## src/rtl/axi4_drop_resp_if.sv

```systemverilog
// W/B/R handshake bundle between an AXI4 master and the drop-response terminator.
// The terminator never sees AW/AR or W data; the lookup FSM signals those with drop pulses.
interface axi4_drop_resp_if #(
  parameter int AXI_ID_WIDTH   = 4,
  parameter int AXI_DATA_WIDTH = 64,
  parameter int AXI_USER_WIDTH = 6
);
  logic                      wvalid;
  logic                      wlast;
  logic                      wready;
  logic [AXI_ID_WIDTH-1:0]   bid;
  logic [1:0]                bresp;
  logic [AXI_USER_WIDTH-1:0] buser;
  logic                      bvalid;
  logic                      bready;
  logic [AXI_ID_WIDTH-1:0]   rid;
  logic [AXI_DATA_WIDTH-1:0] rdata;
  logic [1:0]                rresp;
  logic                      rlast;
  logic [AXI_USER_WIDTH-1:0] ruser;
  logic                      rvalid;
  logic                      rready;

  modport master (
    output wvalid, wlast, bready, rready,
    input  wready, bid, bresp, buser, bvalid, rid, rdata, rresp, rlast, ruser, rvalid
  );

  modport slave (
    input  wvalid, wlast, bready, rready,
    output wready, bid, bresp, buser, bvalid, rid, rdata, rresp, rlast, ruser, rvalid
  );
endinterface

```

## src/rtl/axi4_drop_resp.sv

```systemverilog
// Terminates AXI4 transactions rejected by the RAB lookup: drains dropped writes and
// answers with one error B, answers dropped reads with len+1 zero-data error R beats.
module axi4_drop_resp #(
  parameter int         AXI_ID_WIDTH   = 4,
  parameter int         AXI_DATA_WIDTH = 64,
  parameter int         AXI_USER_WIDTH = 6,
  parameter logic [1:0] RESP_ERR       = 2'b10
) (
  input  logic                    Clk_CI,
  input  logic                    Rst_RI,
  input  logic                    wr_drop_i,
  input  logic [AXI_ID_WIDTH-1:0] wr_id_i,
  input  logic                    rd_drop_i,
  input  logic [AXI_ID_WIDTH-1:0] rd_id_i,
  input  logic [7:0]              rd_len_i,
  axi4_drop_resp_if.slave         s_axi4,
  output logic                    wr_busy_o,
  output logic                    rd_busy_o,
  output logic                    drop_lost_o
);

  typedef enum logic [1:0] {W_IDLE, W_DRAIN, W_RESP} w_state_e;
  typedef enum logic       {R_IDLE, R_SEND}          r_state_e;

  w_state_e                w_state, w_next;
  r_state_e                r_state, r_next;
  logic [AXI_ID_WIDTH-1:0] bid_q, rid_q;
  logic [1:0]              bresp_q, rresp_q;
  logic [7:0]              cnt_q;
  logic                    drop_lost_q;

  // Write channel: accept drop, swallow W beats up to wlast, then hold B until taken
  always_comb begin
    w_next = w_state;
    case (w_state)
      W_IDLE:  if (wr_drop_i) w_next = W_DRAIN;
      W_DRAIN: if (s_axi4.wvalid && s_axi4.wlast) w_next = W_RESP;
      W_RESP:  if (s_axi4.bready) w_next = W_IDLE;
      default: w_next = W_IDLE;
    endcase
  end

  always_ff @(posedge Clk_CI) begin
    if (Rst_RI) begin
      w_state <= W_IDLE;
      bid_q   <= '0;
      bresp_q <= '0;
    end else begin
      w_state <= w_next;
      if (w_state == W_IDLE && wr_drop_i) begin
        bid_q   <= wr_id_i;
        bresp_q <= RESP_ERR;
      end
    end
  end

  // Read channel: cnt holds the beats still owed after the current one
  always_comb begin
    r_next = r_state;
    case (r_state)
      R_IDLE:  if (rd_drop_i) r_next = R_SEND;
      R_SEND:  if (s_axi4.rready && cnt_q == 8'd0) r_next = R_IDLE;
      default: r_next = R_IDLE;
    endcase
  end

  always_ff @(posedge Clk_CI) begin
    if (Rst_RI) begin
      r_state <= R_IDLE;
      rid_q   <= '0;
      rresp_q <= '0;
      cnt_q   <= '0;
    end else begin
      r_state <= r_next;
      if (r_state == R_IDLE && rd_drop_i) begin
        rid_q   <= rd_id_i;
        rresp_q <= RESP_ERR;
        cnt_q   <= rd_len_i;
      end else if (r_state == R_SEND && s_axi4.rready && cnt_q != 8'd0) begin
        cnt_q <= cnt_q - 8'd1;
      end
    end
  end

  // A drop that lands while its channel is busy is not served; flag it one cycle later
  always_ff @(posedge Clk_CI) begin
    if (Rst_RI) begin
      drop_lost_q <= 1'b0;
    end else begin
      drop_lost_q <= (wr_drop_i && w_state != W_IDLE) ||
                     (rd_drop_i && r_state != R_IDLE);
    end
  end

  assign s_axi4.wready = (w_state == W_DRAIN);
  assign s_axi4.bvalid = (w_state == W_RESP);
  assign s_axi4.bid    = bid_q;
  assign s_axi4.bresp  = bresp_q;
  assign s_axi4.buser  = '0;

  assign s_axi4.rvalid = (r_state == R_SEND);
  assign s_axi4.rlast  = (r_state == R_SEND) && (cnt_q == 8'd0);
  assign s_axi4.rid    = rid_q;
  assign s_axi4.rresp  = rresp_q;
  assign s_axi4.rdata  = '0;
  assign s_axi4.ruser  = '0;

  assign wr_busy_o   = (w_state != W_IDLE);
  assign rd_busy_o   = (r_state != R_IDLE);
  assign drop_lost_o = drop_lost_q;

endmodule

```

## src/flat_wrapper.sv

```systemverilog
// flat-port wrapper written by rule: the top's interface ports become plain ports
module axi4_drop_resp_flat 
#(
  parameter int         AXI_ID_WIDTH   = 4,
  parameter int         AXI_DATA_WIDTH = 64,
  parameter int         AXI_USER_WIDTH = 6,
  parameter logic [1:0] RESP_ERR       = 2'b10
)
  (Clk_CI, Rst_RI, wr_drop_i, wr_id_i, rd_drop_i, rd_id_i, rd_len_i, wr_busy_o, rd_busy_o, drop_lost_o, s_axi4_wvalid, s_axi4_wlast, s_axi4_bready, s_axi4_rready, s_axi4_wready, s_axi4_bid, s_axi4_bresp, s_axi4_buser, s_axi4_bvalid, s_axi4_rid, s_axi4_rdata, s_axi4_rresp, s_axi4_rlast, s_axi4_ruser, s_axi4_rvalid);
  axi4_drop_resp_if #(.AXI_ID_WIDTH(AXI_ID_WIDTH), .AXI_DATA_WIDTH(AXI_DATA_WIDTH), .AXI_USER_WIDTH(AXI_USER_WIDTH)) s_axi4_i ();
  input  logic Clk_CI;
  input  logic Rst_RI;
  input  logic wr_drop_i;
  input  logic [AXI_ID_WIDTH-1:0] wr_id_i;
  input  logic rd_drop_i;
  input  logic [AXI_ID_WIDTH-1:0] rd_id_i;
  input  logic [7:0] rd_len_i;
  output logic wr_busy_o;
  output logic rd_busy_o;
  output logic drop_lost_o;
  input wire logic [$bits(s_axi4_i.wvalid)-1:0] s_axi4_wvalid;
  input wire logic [$bits(s_axi4_i.wlast)-1:0] s_axi4_wlast;
  input wire logic [$bits(s_axi4_i.bready)-1:0] s_axi4_bready;
  input wire logic [$bits(s_axi4_i.rready)-1:0] s_axi4_rready;
  output wire logic [$bits(s_axi4_i.wready)-1:0] s_axi4_wready;
  output wire logic [$bits(s_axi4_i.bid)-1:0] s_axi4_bid;
  output wire logic [$bits(s_axi4_i.bresp)-1:0] s_axi4_bresp;
  output wire logic [$bits(s_axi4_i.buser)-1:0] s_axi4_buser;
  output wire logic [$bits(s_axi4_i.bvalid)-1:0] s_axi4_bvalid;
  output wire logic [$bits(s_axi4_i.rid)-1:0] s_axi4_rid;
  output wire logic [$bits(s_axi4_i.rdata)-1:0] s_axi4_rdata;
  output wire logic [$bits(s_axi4_i.rresp)-1:0] s_axi4_rresp;
  output wire logic [$bits(s_axi4_i.rlast)-1:0] s_axi4_rlast;
  output wire logic [$bits(s_axi4_i.ruser)-1:0] s_axi4_ruser;
  output wire logic [$bits(s_axi4_i.rvalid)-1:0] s_axi4_rvalid;
  assign s_axi4_i.wvalid = s_axi4_wvalid;
  assign s_axi4_i.wlast = s_axi4_wlast;
  assign s_axi4_i.bready = s_axi4_bready;
  assign s_axi4_i.rready = s_axi4_rready;
  assign s_axi4_wready = s_axi4_i.wready;
  assign s_axi4_bid = s_axi4_i.bid;
  assign s_axi4_bresp = s_axi4_i.bresp;
  assign s_axi4_buser = s_axi4_i.buser;
  assign s_axi4_bvalid = s_axi4_i.bvalid;
  assign s_axi4_rid = s_axi4_i.rid;
  assign s_axi4_rdata = s_axi4_i.rdata;
  assign s_axi4_rresp = s_axi4_i.rresp;
  assign s_axi4_rlast = s_axi4_i.rlast;
  assign s_axi4_ruser = s_axi4_i.ruser;
  assign s_axi4_rvalid = s_axi4_i.rvalid;
  axi4_drop_resp #(.AXI_ID_WIDTH(AXI_ID_WIDTH), .AXI_DATA_WIDTH(AXI_DATA_WIDTH), .AXI_USER_WIDTH(AXI_USER_WIDTH), .RESP_ERR(RESP_ERR)) u_core (.Clk_CI(Clk_CI), .Rst_RI(Rst_RI), .wr_drop_i(wr_drop_i), .wr_id_i(wr_id_i), .rd_drop_i(rd_drop_i), .rd_id_i(rd_id_i), .rd_len_i(rd_len_i), .s_axi4(s_axi4_i), .wr_busy_o(wr_busy_o), .rd_busy_o(rd_busy_o), .drop_lost_o(drop_lost_o));
endmodule
```

## config.mk

```make
export PLATFORM = sky130hd
export DESIGN_NAME = axi4_drop_resp_flat
export DESIGN_NICKNAME = d
export VERILOG_FILES = /design/src/rtl/axi4_drop_resp_if.sv /design/src/rtl/axi4_drop_resp.sv /design/src/flat_wrapper.sv
export SDC_FILE = /design/constraint.sdc
export NUM_CORES = 1
export LEC_CHECK = 0
export BUFFER_PORTS_ARGS = -buffer_cell sky130_fd_sc_hd__buf_2
export CAP_MARGIN = 20
export CORE_UTILIZATION = 40
export DETAILED_ROUTE_END_ITERATION = 10
export GPL_ROUTABILITY_DRIVEN = 0
export PLACE_DENSITY = 0.79
export SLEW_MARGIN = 20
export SYNTH_ARGS = -nofsm -noshare
export SYNTH_HDL_FRONTEND = slang
export SYNTH_SLANG_ARGS = --single-unit
```

## constraint.sdc

```tcl
create_clock -name Clk_CI -period 2.5 [get_ports Clk_CI]
set_input_delay 0.25 -clock Clk_CI [delete_from_list [all_inputs] [get_ports Clk_CI]]
set_output_delay 0.25 -clock Clk_CI [all_outputs]
set_load 0.05 [all_outputs]
```

==> qor.csv <==
metric;value;unit
stdcell_count;283;
critical_path_class;register to primary output;
area_growth;0.466;%
synthCells;198;
cp_max_fo;4;
final.min_clock_period;1.99;ns
synth_simple_gate_area_share;17.5;%
hold-worst-slack;0.217;ns
antenna_found_initial;0;
synth_area_leaders;buf_4 37%, dfxtp_1 27%, nor2_1 4.4%;
clock_path_buffers;2;
tightest_slew;0.743;ns
cts_tree;built;
grt_start_max_net_pins;23;
yosysTopAreaCellShare;36.8;%
place_inst;279;
synth_compound_area_share;9.79;%
max_cap_violations;0;
grt_first_pass_wirelength;3.78;mm
cp.required;2.25;ns
clk_latency;0.26;ns
slew_headroom;50.3;%
clk_transition_reported_paths;0.08;ns
muxShareOfSynthArea;2.49;%
synth_top_area_cell;buf_4;
crit_arrival;1.74;ns
finalMaxSlewViolations;0;
ys_ff_latch;22;
hold_class;input pin to register;
placed_area;1550;um^2
ys.warnings.count;0;
wl_per_cell;9.08;um
post-route-period-util;79.5;%
num_rows;22;
vias;1134;
postLayoutCellArea;1620;um^2
status;complete, no violations;
drc;0;
layout_common_cells;78 x conb_1, 40 x buf_2, 22 x dfxtp_1;
die_h;65.5;um
ir_drop;0.351;mV
setup_viol;0;
diodes;0;
h-tree-depth;1;
cp-end-kind;primary output;
power;1.22;mW
avgSynthCellArea;8.13;um^2
drt_iter0_drc;41;
via_per_inst;4.01;
start_util;42.7;%
yosysSeqAreaShare;27.4;%
nets;262;
dr.pass1.iters;4;
fmax;0.503;GHz
rsz0062_at_grt;false;
ctsHoldBuffers;0;
syn_area;1610;um^2
dp_hpwl;2.00;mm
power.density;753;nW/um^2
leakage;0.837;nW
dieArea;4280;um^2
clock_sinks;22;
finalHoldViolations;0;
cts_resized;0;
synth_top_family_by_area;buffers and inverters;
root_buffer;clkbuf_8;
drive_above_1_share;21.7;%
grt_pass1_vias;864;
die_w;65.5;um
synth_xor_area_share;1.63;%
mostFrequentLayoutCell;conb_1;
post_cts_buffers;0;
wirelength;2.57;mm
port_buffers;40;
coreArea;3770;um^2
ant_nets;0;
synth_cell_types;35;
grt_overflow;0;
start_kind;register;
ios;119;
cts_inserted_buffers;3;
fillers;400;
finalSetupTns;0;ns
synthAdderAreaFrac;1.55;%
grt_use_total;11.6;%
fin_skew;0.00341;ns
## cells in the mapped netlist, drive strengths merged
library cell / count
or2: 1
conb: 1
nand3: 4
dfxtp: 22
nor2: 20
a211oi: 4
ha: 2
a21oi: 11
and3: 1
nand2b: 1
nor4b: 1
nor2b: 3
or3: 1
nand2: 12
mux2i: 4
o31a: 1
or4b: 1
o2111ai: 1
a32oi: 1
nand4: 1
a2111oi: 1
nor4: 1
nor3: 5
o311ai: 1
o221ai: 1
buf: 80
and4bb: 1
clkbuf: 4
xnor2: 1
xor2: 2
o21ai: 1
a311oi: 1
inv: 6
## sequential cells by signal, summed over array words and instances (netlist names)
| register | count |
|---|---|
| u_core.cnt_q | 8 |
| u_core.drop_lost_o | 1 |
| u_core.w_state | 2 |
| u_core.s_axi4.bresp | 1 |
| u_core.rd_busy_o | 1 |
| u_core.s_axi4.bid | 4 |
| u_core.s_axi4.rresp | 1 |
| u_core.s_axi4.rid | 4 |
## worst max-delay path, stage by stage, from the launching register on
cell	delay, ns
dfxtp_1	0.33
inv_1	0.08
ha_1	0.17
nor4b_2	0.42
and3_1	0.22
buf_2	0.25
## area by class of cell
cell class,instances,area (um^2),area share (%)
Multi-Input combinational cell,163,823,50.9
Sequential cell,22,440,27.2
Timing Repair Buffer,40,200,12.4
Tap cell,48,60.1,3.71
Clock buffer,3,41.3,2.55
Clock inverter,1,30.0,1.86
Inverter,6,22.5,1.39
## per-stage QoR
stage	utilization, %	worst slack, ns
floorplan	-	0.747
global placement	41.0	0.838
detailed placement	41.0	0.798
CTS	42.9	0.496
global route	42.9	0.435
finish	42.9	0.512
## worst paths after layout
kind,startpoint,to,slack (ns),cells past startpoint
min,rd_id_i[1],u_core.s_axi4.rid[1]$_SDFFE_PP0P_,0.22,3
max reg2reg,u_core.cnt_q[0]$_SDFFE_PP0P_,u_core.cnt_q[1]$_SDFFE_PP0P_,0.77,6
min reg2reg,u_core.s_axi4.rid[2]$_SDFFE_PP0P_,u_core.s_axi4.rid[2]$_SDFFE_PP0P_,0.46,2
max,u_core.cnt_q[0]$_SDFFE_PP0P_,s_axi4_rlast,0.51,5
## metal layers
metal	vias up	GRT usage [%]	wire length, um
met5	-	0	0
met4	0	2.45	12
met3	2	4.69	225
met2	64	20.4	1310
met1	498	13.0	1030
li1	570	-	-
## report_power, final
| group | switching [mW] | internal [mW] |
|---|---|---|
| registers | 0.0263 | 0.378 |
| logic | 0.406 | 0.0779 |
| clock network | 0.117 | 0.214 |
| total | 0.549 | 0.670 |
## logic make-up (layout without fill, tap and decap cells)
group	count (synthesis)	after routing
xor+xnor	3	3
other cells	1	78
fa+ha+maj	2	2
flops	22	22
buf+inv	90	50
compound gates	23	23
mux	4	4
simple gates	53	53
(Power assumes the default switching activity.)
